===== config.mk =====
export PLATFORM = sky130hd
export DESIGN_NAME = mem_bank_b_loader
export DESIGN_NICKNAME = d
export VERILOG_FILES = /design/src/rtl/mm_pkg.sv /design/src/rtl/mem_bank_b_loader.sv
export SDC_FILE = /design/constraint.sdc
export NUM_CORES = 1
export LEC_CHECK = 0
export BUFFER_PORTS_ARGS = -buffer_cell sky130_fd_sc_hd__buf_2
export CORE_MARGIN = 4
export CORE_UTILIZATION = 59
export DETAILED_ROUTE_END_ITERATION = 10
export PLACE_DENSITY = 0.92
export SLEW_MARGIN = 20
export SYNTH_ARGS = -nofsm -noshare
export SYNTH_HDL_FRONTEND = slang
export SYNTH_SLANG_ARGS = --single-unit

===== constraint.sdc =====
create_clock -name clk -period 3.4 [get_ports clk]
set_input_delay 0.34 -clock clk [delete_from_list [all_inputs] [get_ports clk]]
set_output_delay 0.34 -clock clk [all_outputs]
set_load 0.005 [all_outputs]

===== src/rtl/mm_pkg.sv =====
// Shared definitions for the matrix-B bank loader and address generator.
// Keeps BURST / SLICE_W derivation and the loader FSM encoding in one place.
package mm_pkg;

    // Number of array-wide slices carried by one bus beat.
    function automatic int calc_burst(
        input int bus_width_bytes,
        input int data_width_bytes,
        input int array_width
    );
        return bus_width_bytes / data_width_bytes / array_width;
    endfunction

    // Bit width of one array-wide slice.
    function automatic int calc_slice_w(
        input int array_width,
        input int data_width_bytes
    );
        return array_width * data_width_bytes * 8;
    endfunction

    typedef enum logic [1:0] {
        IDLE   = 2'd0,
        LOAD   = 2'd1,
        SLICE  = 2'd2,
        FINISH = 2'd3
    } ld_state_e;

endpackage


===== src/rtl/mem_bank_b_loader.sv =====
// Matrix-B bank loader: splits bus beats into array-wide slices, one per
// cycle, and counts slices for an n x p load, pulsing done_o at the end.
import mm_pkg::*;

module mem_bank_b_loader #(
    parameter int ARRAY_WIDTH      = 4,
    parameter int BUS_WIDTH_BYTES  = 32,
    parameter int DATA_WIDTH_BYTES = 1
) (
    input  logic                                         clk,
    input  logic                                         reset_n,
    input  logic                                         start_i,
    input  logic [15:0]                                  n,
    input  logic [15:0]                                  p,
    input  logic                                         in_valid_i,
    input  logic [BUS_WIDTH_BYTES*8-1:0]                 in_data_i,
    output logic                                         in_ready_o,
    output logic                                         wr_valid_o,
    output logic [ARRAY_WIDTH*DATA_WIDTH_BYTES*8-1:0]    wr_data_o,
    output logic                                         busy_o,
    output logic                                         done_o
);

    localparam int BURST   = calc_burst(BUS_WIDTH_BYTES, DATA_WIDTH_BYTES,
                                        ARRAY_WIDTH);
    localparam int SLICE_W = calc_slice_w(ARRAY_WIDTH, DATA_WIDTH_BYTES);
    localparam int BUS_W   = BUS_WIDTH_BYTES * 8;
    localparam int K_W     = $clog2(BURST);

    localparam logic [K_W-1:0] K_LAST = K_W'(BURST - 1);

    ld_state_e         state_q, state_d;
    logic [K_W-1:0]    k_q, k_d;
    logic [31:0]       remaining_q, remaining_d;
    logic [BUS_W-1:0]  hold_q, hold_d;

    logic [31:0]       prod;
    logic [31:0]       s_total;
    logic              rem_bits;
    logic [SLICE_W-1:0] cur_slice;

    // Slice total for the requested matrix: ceil(n*p / ARRAY_WIDTH).
    always_comb begin
        prod     = 32'(n) * 32'(p);
        rem_bits = (prod % 32'(ARRAY_WIDTH)) != 32'd0;
        s_total  = (prod / 32'(ARRAY_WIDTH)) + {31'd0, rem_bits};
    end

    assign cur_slice = hold_q[int'(k_q)*SLICE_W +: SLICE_W];

    // State, slice index, slice counter and holding register.
    always_ff @(posedge clk or negedge reset_n) begin
        if (!reset_n) begin
            state_q     <= IDLE;
            k_q         <= '0;
            remaining_q <= '0;
            hold_q      <= '0;
        end else begin
            state_q     <= state_d;
            k_q         <= k_d;
            remaining_q <= remaining_d;
            hold_q      <= hold_d;
        end
    end

    // Next-state and output decode; start_i overrides everything else.
    always_comb begin
        state_d     = state_q;
        k_d         = k_q;
        remaining_d = remaining_q;
        hold_d      = hold_q;
        in_ready_o  = 1'b0;
        wr_valid_o  = 1'b0;
        wr_data_o   = '0;
        done_o      = 1'b0;

        unique case (state_q)
            IDLE: begin
                if (start_i) begin
                    remaining_d = s_total;
                    k_d         = '0;
                    state_d     = (s_total == 32'd0) ? FINISH : LOAD;
                end
            end

            LOAD: begin
                in_ready_o = !start_i;
                if (start_i) begin
                    remaining_d = s_total;
                    k_d         = '0;
                    state_d     = (s_total == 32'd0) ? FINISH : LOAD;
                end else if (in_valid_i) begin
                    hold_d  = in_data_i;
                    k_d     = '0;
                    state_d = SLICE;
                end
            end

            SLICE: begin
                wr_valid_o = 1'b1;
                wr_data_o  = cur_slice;
                if (start_i) begin
                    remaining_d = s_total;
                    k_d         = '0;
                    state_d     = (s_total == 32'd0) ? FINISH : LOAD;
                end else begin
                    remaining_d = remaining_q - 32'd1;
                    k_d         = k_q + 1'b1;
                    if (remaining_q == 32'd1) begin
                        // Final slice; rest of this beat is dropped.
                        state_d = FINISH;
                    end else if (k_q == K_LAST) begin
                        in_ready_o = 1'b1;
                        if (in_valid_i) begin
                            hold_d  = in_data_i;
                            k_d     = '0;
                            state_d = SLICE;
                        end else begin
                            state_d = LOAD;
                        end
                    end
                end
            end

            FINISH: begin
                done_o = 1'b1;
                if (start_i) begin
                    remaining_d = s_total;
                    k_d         = '0;
                    state_d     = (s_total == 32'd0) ? FINISH : LOAD;
                end else begin
                    state_d = IDLE;
                end
            end

            default: begin
                state_d = IDLE;
            end
        endcase
    end

    assign busy_o = (state_q != IDLE);

endmodule

==> results.py, run 1 <==
metrics = {
    "run_status": {
        "outcome": "aborted with a tool error",
        "haltStage": "global routing",
        "first-error": "[ERROR GRT-0232] Routing congestion too high. Check the congestion heatmap in the GUI.",
    },
    "place": {
        "placed_cells": 3112,
        "gp_congestion": 0.911,
        "dp_hpwl_mm": 51.9,
        "pre_cts_ws_ps": -3210,
        "io_buffer_count": 327,
    },
    "clock_tree": {
        "cts_root_buf": "clkbuf_16",
        "cts_sinks": 293,
        "clk_path_buf_depth": 3,
        "cts-buffers-inserted": 30,
        "htreeDepth": 1,
    },
    "global_route": {
        "grt_overflow": 9,
        "track_usage_pct": 75.7,
        "antenna_found_initial": 72,
        "grt_max_degree": 104,
    },
    "logic_synthesis": {
        "synthDistinctLibCells": 85,
        "synthCells": 2082,
        "synth_edf_count": 0,
        "syn-cell-area_sq_mm": 0.0233,
        "synth_warnings": 0,
        "synth_seq_cells": 293,
        "syn_area_per_cell_sq_um": 11.2,
        "ys.flop_type": "dfrtp_1",
        "async_reset_ff_share_pct": 100,
        "yosys-top-cells-area": "dfrtp_1 (32%), fa_1 (17%), mux2_2 (13%)",
        "yosysSeqAreaShare_pct": 31.5,
        "syn_nets": 2683,
        "post-synth-top-area-fraction_pct": 31.5,
        "netlist.top_cell.by_area": "dfrtp_1",
    },
    "die": {
        "die-width_um": 207,
        "fp-row-count": 72,
        "die_h_um": 207,
        "io_pins": 328,
        "start_util_pct": 59.9,
    },
    "timing": {
        "worstEndpointGrtRepair": "state_q[1]$_DFFE_PN0P_/D",
        "endpoint_type": "register data pin",
    },
}
through the flow:
step                      TNS [ps]  instance area, sq um
after floorplan             -59540                 24000
after global placement      -73980                 27900
after detailed placement    -77260                 27900
after CTS                   -51060                 31800
metal layers:
metal	track usage, %	overflow
met3	69.6	1
met4	73.7	4
met2	86.8	4
met5	54.5	0
met1	72.6	0
timing repair:
action / in CTS
setup endpoints to repair: 38
resized for setup: 246
pin swaps: 105
cloned: 4
hold buffers: 150
buffers inserted: 36
hold endpoints to repair: 246
cells in the mapped netlist, types with 8 or more instances:
master,n
nor3_1,29
clkbuf_1,83
nand3_1,15
o21ai_0,34
a21o_1,12
nor4_1,15
nand2_1,215
dfrtp_1,293
nand4_1,13
and3_1,10
buf_1,11
and2_1,109
fa_1,194
mux4_2,64
xor2_1,33
nor2_1,92
o211ai_1,8
xnor2_1,44
or3_1,16
a211oi_1,9
a21oi_1,57
ha_1,115
or4_1,8
mux2_2,259
mux2i_1,37
inv_1,193
cells by family after synthesis:
logic type	count (synthesis)	synth area share [%]
flip-flops	293	31.5
multiplexers	360	20.3
AND/OR/NAND/NOR	565	12.2
buffers and inverters	294	4.78
XOR/XNOR	79	3.09
AO/OA/AOI/OAI	182	5.23
adder cells (fa/ha/maj)	309	22.9
==> run 2, diff against run 1 <==
--- a/config.mk
+++ b/config.mk
@@ -7,9 +7,9 @@
 export LEC_CHECK = 0
 export BUFFER_PORTS_ARGS = -buffer_cell sky130_fd_sc_hd__buf_2
 export CORE_MARGIN = 4
-export CORE_UTILIZATION = 59
+export CORE_UTILIZATION = 40
 export DETAILED_ROUTE_END_ITERATION = 10
-export PLACE_DENSITY = 0.92
+export PLACE_DENSITY_LB_ADDON = 0.15
 export SLEW_MARGIN = 20
 export SYNTH_ARGS = -nofsm -noshare
 export SYNTH_HDL_FRONTEND = slang
==> run 2 against run 1 <==
  * The flow now finishes, with violations (negative setup slack)
  * Synthesized area unchanged
  * Synthesized cell count unchanged
==> results.py, run 2 <==
metrics = {
    "die": {
        "io_pins": 328,
        "die-width_um": 249,
        "core_sq_mm": 0.0576,
        "die_area_sq_mm": 0.0621,
        "start_util_pct": 40.4,
        "fp-row-count": 88,
        "die_h_um": 249,
    },
    "place": {
        "io_buffer_count": 327,
        "pre_cts_ws_ps": -3330,
        "dp_hpwl_mm": 52.5,
        "placed_cell_area_sq_mm": 0.0284,
        "gp_congestion": 0.865,
    },
    "clock_tree": {
        "cts_tree": "done",
        "htreeDepth": 2,
        "clock_latency_ps": 530,
        "clk_pin_slew_ps": 60,
        "cts_sinks": 293,
        "cts-buffers-inserted": 34,
        "cts_root_buf": "clkbuf_16",
        "clk_path_buf_depth": 3,
    },
    "logic_synthesis": {
        "synth_warnings": 0,
        "yosys-top-cells-area": "dfrtp_1 (32%), fa_1 (17%), mux2_2 (13%)",
        "synthDistinctLibCells": 85,
        "synth_seq_cells": 293,
        "yosysSeqAreaShare_pct": 31.5,
        "syn-cell-area_sq_mm": 0.0233,
        "netlist.top_cell.by_area": "dfrtp_1",
        "synth.most_common_cell": "dfrtp_1",
        "async_reset_ff_share_pct": 100,
        "synth_common_cells": "dfrtp_1 (293), mux2_2 (259), nand2_1 (215)",
        "syn_nets": 2683,
        "synthCells": 2082,
        "synth_edf_count": 0,
        "ys.flop_type": "dfrtp_1",
        "syn_area_per_cell_sq_um": 11.2,
        "post-synth-top-area-fraction_pct": 31.5,
    },
    "timing": {
        "finalCritPeriodShare_pct": 176,
        "max_freq_mhz": 167,
        "rsz0062_at_grt": "yes",
        "finClkSkew_ps": 36.1,
        "relSlewSlack_pct": 49.1,
        "hold_viol": 0,
        "fin_ws_ps": -2590,
        "tightest_slew_ps": 763,
        "setup_viol": 28,
        "finalCriticalPeriod_ps": 5990,
        "slew_violations": 0,
    },
    "routing": {
        "drt-total-wl_mm": 66.1,
        "drt_first_pass_iters": 5,
        "drtIter0Drc": 771,
        "drc": 0,
        "vias": 17900,
        "ant_nets": 0,
        "viasPerCell": 5.13,
        "wl_per_cell_um": 18.9,
    },
    "cells_and_area": {
        "final_common_cell": "buf_2",
        "drive_gt1_share_pct": 47.0,
        "regMostFlops": "hold_q",
        "syn_to_final_growth_pct": 33.9,
        "nets": 3291,
        "final_cell_mix": "buf_2 (299), buf_4 (294), dfrtp_1 (290), mux2_2 (259), fa_1 (189)",
        "design_area_sq_mm": 0.0311,
        "n_fill_cell": 5016,
        "largest_reg_flops": 256,
        "top_regs": "hold_q (256), remaining_q (32), k_q (3)",
    },
    "global_route": {
        "grt_overflow": 0,
        "track_usage_pct": 20.8,
        "antenna_found_initial": 16,
        "grt_pass1_wl_mm": 105,
        "grt_max_degree": 92,
        "grt_pass1_vias": 19000,
    },
    "setup_path": {
        "setup.worst_path.class": "primary input to register",
        "rrSetupSlack_ps": -320,
        "crit_fanout": 6,
        "reg2reg_depth": 11,
        "worstPathArrival_ps": 6420,
        "critPathSlowestCell": "fa_1",
        "crit_path_end_kind": "register",
        "cpMostUsedCell": "fa_1",
        "slowest_delay_ps": 600,
        "cp.required_ps": 3830,
        "regToRegEndpoint": "state_q[1]",
        "worstSetupStartpointType": "primary input",
        "path_cells": "buf_12 > buf_6 > nand2_4 > fa_1 > fa_1 > fa_1 > fa_1 > fa_1 > fa_1 > inv_2 > ha_4 > a21o_1 > a221o_1 > buf_6 > o21a_4 > or3_4 > or2_4 > o31ai_2 > nand4b_1 > a2111oi_4 > a31o_1",
        "worstReg2RegStart": "remaining_q[14]",
    },
    "min_path": {
        "worst_hold_path.endpoint": "hold_q[56]",
        "hold_path_startpoint": "in_data_i[56]",
        "whs_path_depth": 2,
        "worstHoldPathType": "primary input to register",
    },
    "job": {
        "max-cap-violations": 0,
    },
    "run_status": {
        "violations": "negative setup slack",
        "outcome": "finished, violations left",
    },
}
-- run 2: metrics by stage --
step	hold slack (ps)	utilization (%)	cells	setup TNS [ps]
2_1_floorplan	44.4	-	2082	-59540
3_3_place_gp	413	49.3	3375	-75600
3_5_place_dp	426	49.3	3375	-77470
4_1_cts	12.3	52.6	3452	-55110
5_1_grt	24.4	54.1	3488	-60800
6_report	33.6	54.1	3489	-55180
-- run 2: worst max path at each step --
stage / startpoint / to
4_1_cts: n[5] / state_q[1]
5_1_grt: p[1] / state_q[1]
3_5_place_dp: p[4] / state_q[1]
2_1_floorplan: p[6] / state_q[1]
3_3_place_gp: n[10] / state_q[1]
6_report: p[1] / state_q[1]
-- run 2: what timing repair did --
action	in CTS	in global routing
hold buffers	1	0
pin swaps	62	131
gates cloned	0	1
endpoints found under the setup margin	29	29
resized for setup	155	140
hold endpoints to repair	86	0
buffers inserted	17	28
-- run 2: layout make-up --
type / instances / area [sq um] / share of cell area (%)
Sequential cell: 293 / 7340 / 23.6
Tap cell: 765 / 957 / 3.07
Clock inverter: 7 / 53.8 / 0.173
Inverter: 194 / 728 / 2.34
Clock buffer: 52 / 1020 / 3.27
Multi-Input combinational cell: 1495 / 16200 / 52.1
Antenna cell: 11 / 27.5 / 0.0884
Timing Repair Buffer: 672 / 4800 / 15.4
-- run 2: kinds of logic after synthesis --
family	share of synthesized area [%]
AOI/OAI and AO/OA	5.23
xor gates and xnor gates	3.09
adders and majority gates	22.9
buffers and inverters	4.78
DFF	31.5
muxes	20.3
and+or+nand+nor	12.2
-- run 2: per-layer routing --
layer,share of wire [%],up-vias,global-route usage [%]
met5,0.068,-,0
met4,2.0,6,5.00
met3,3.7,92,2.45
met2,50,411,36.2
met1,44,9036,27.9
li1,-,8345,-
-- run 2: critical path, delay by kind of cell --
kind                       cells  cell delay (ps)
buffers and inverters          4              410
and+or+nand+nor                4              880
adders and majority gates      7             3300
AOI/OAI and AO/OA              6             1490
Power of run 2 is left out: the tool's default activity adds up to more than one toggle a clock period on the data nets, which glitch-free logic cannot reach.
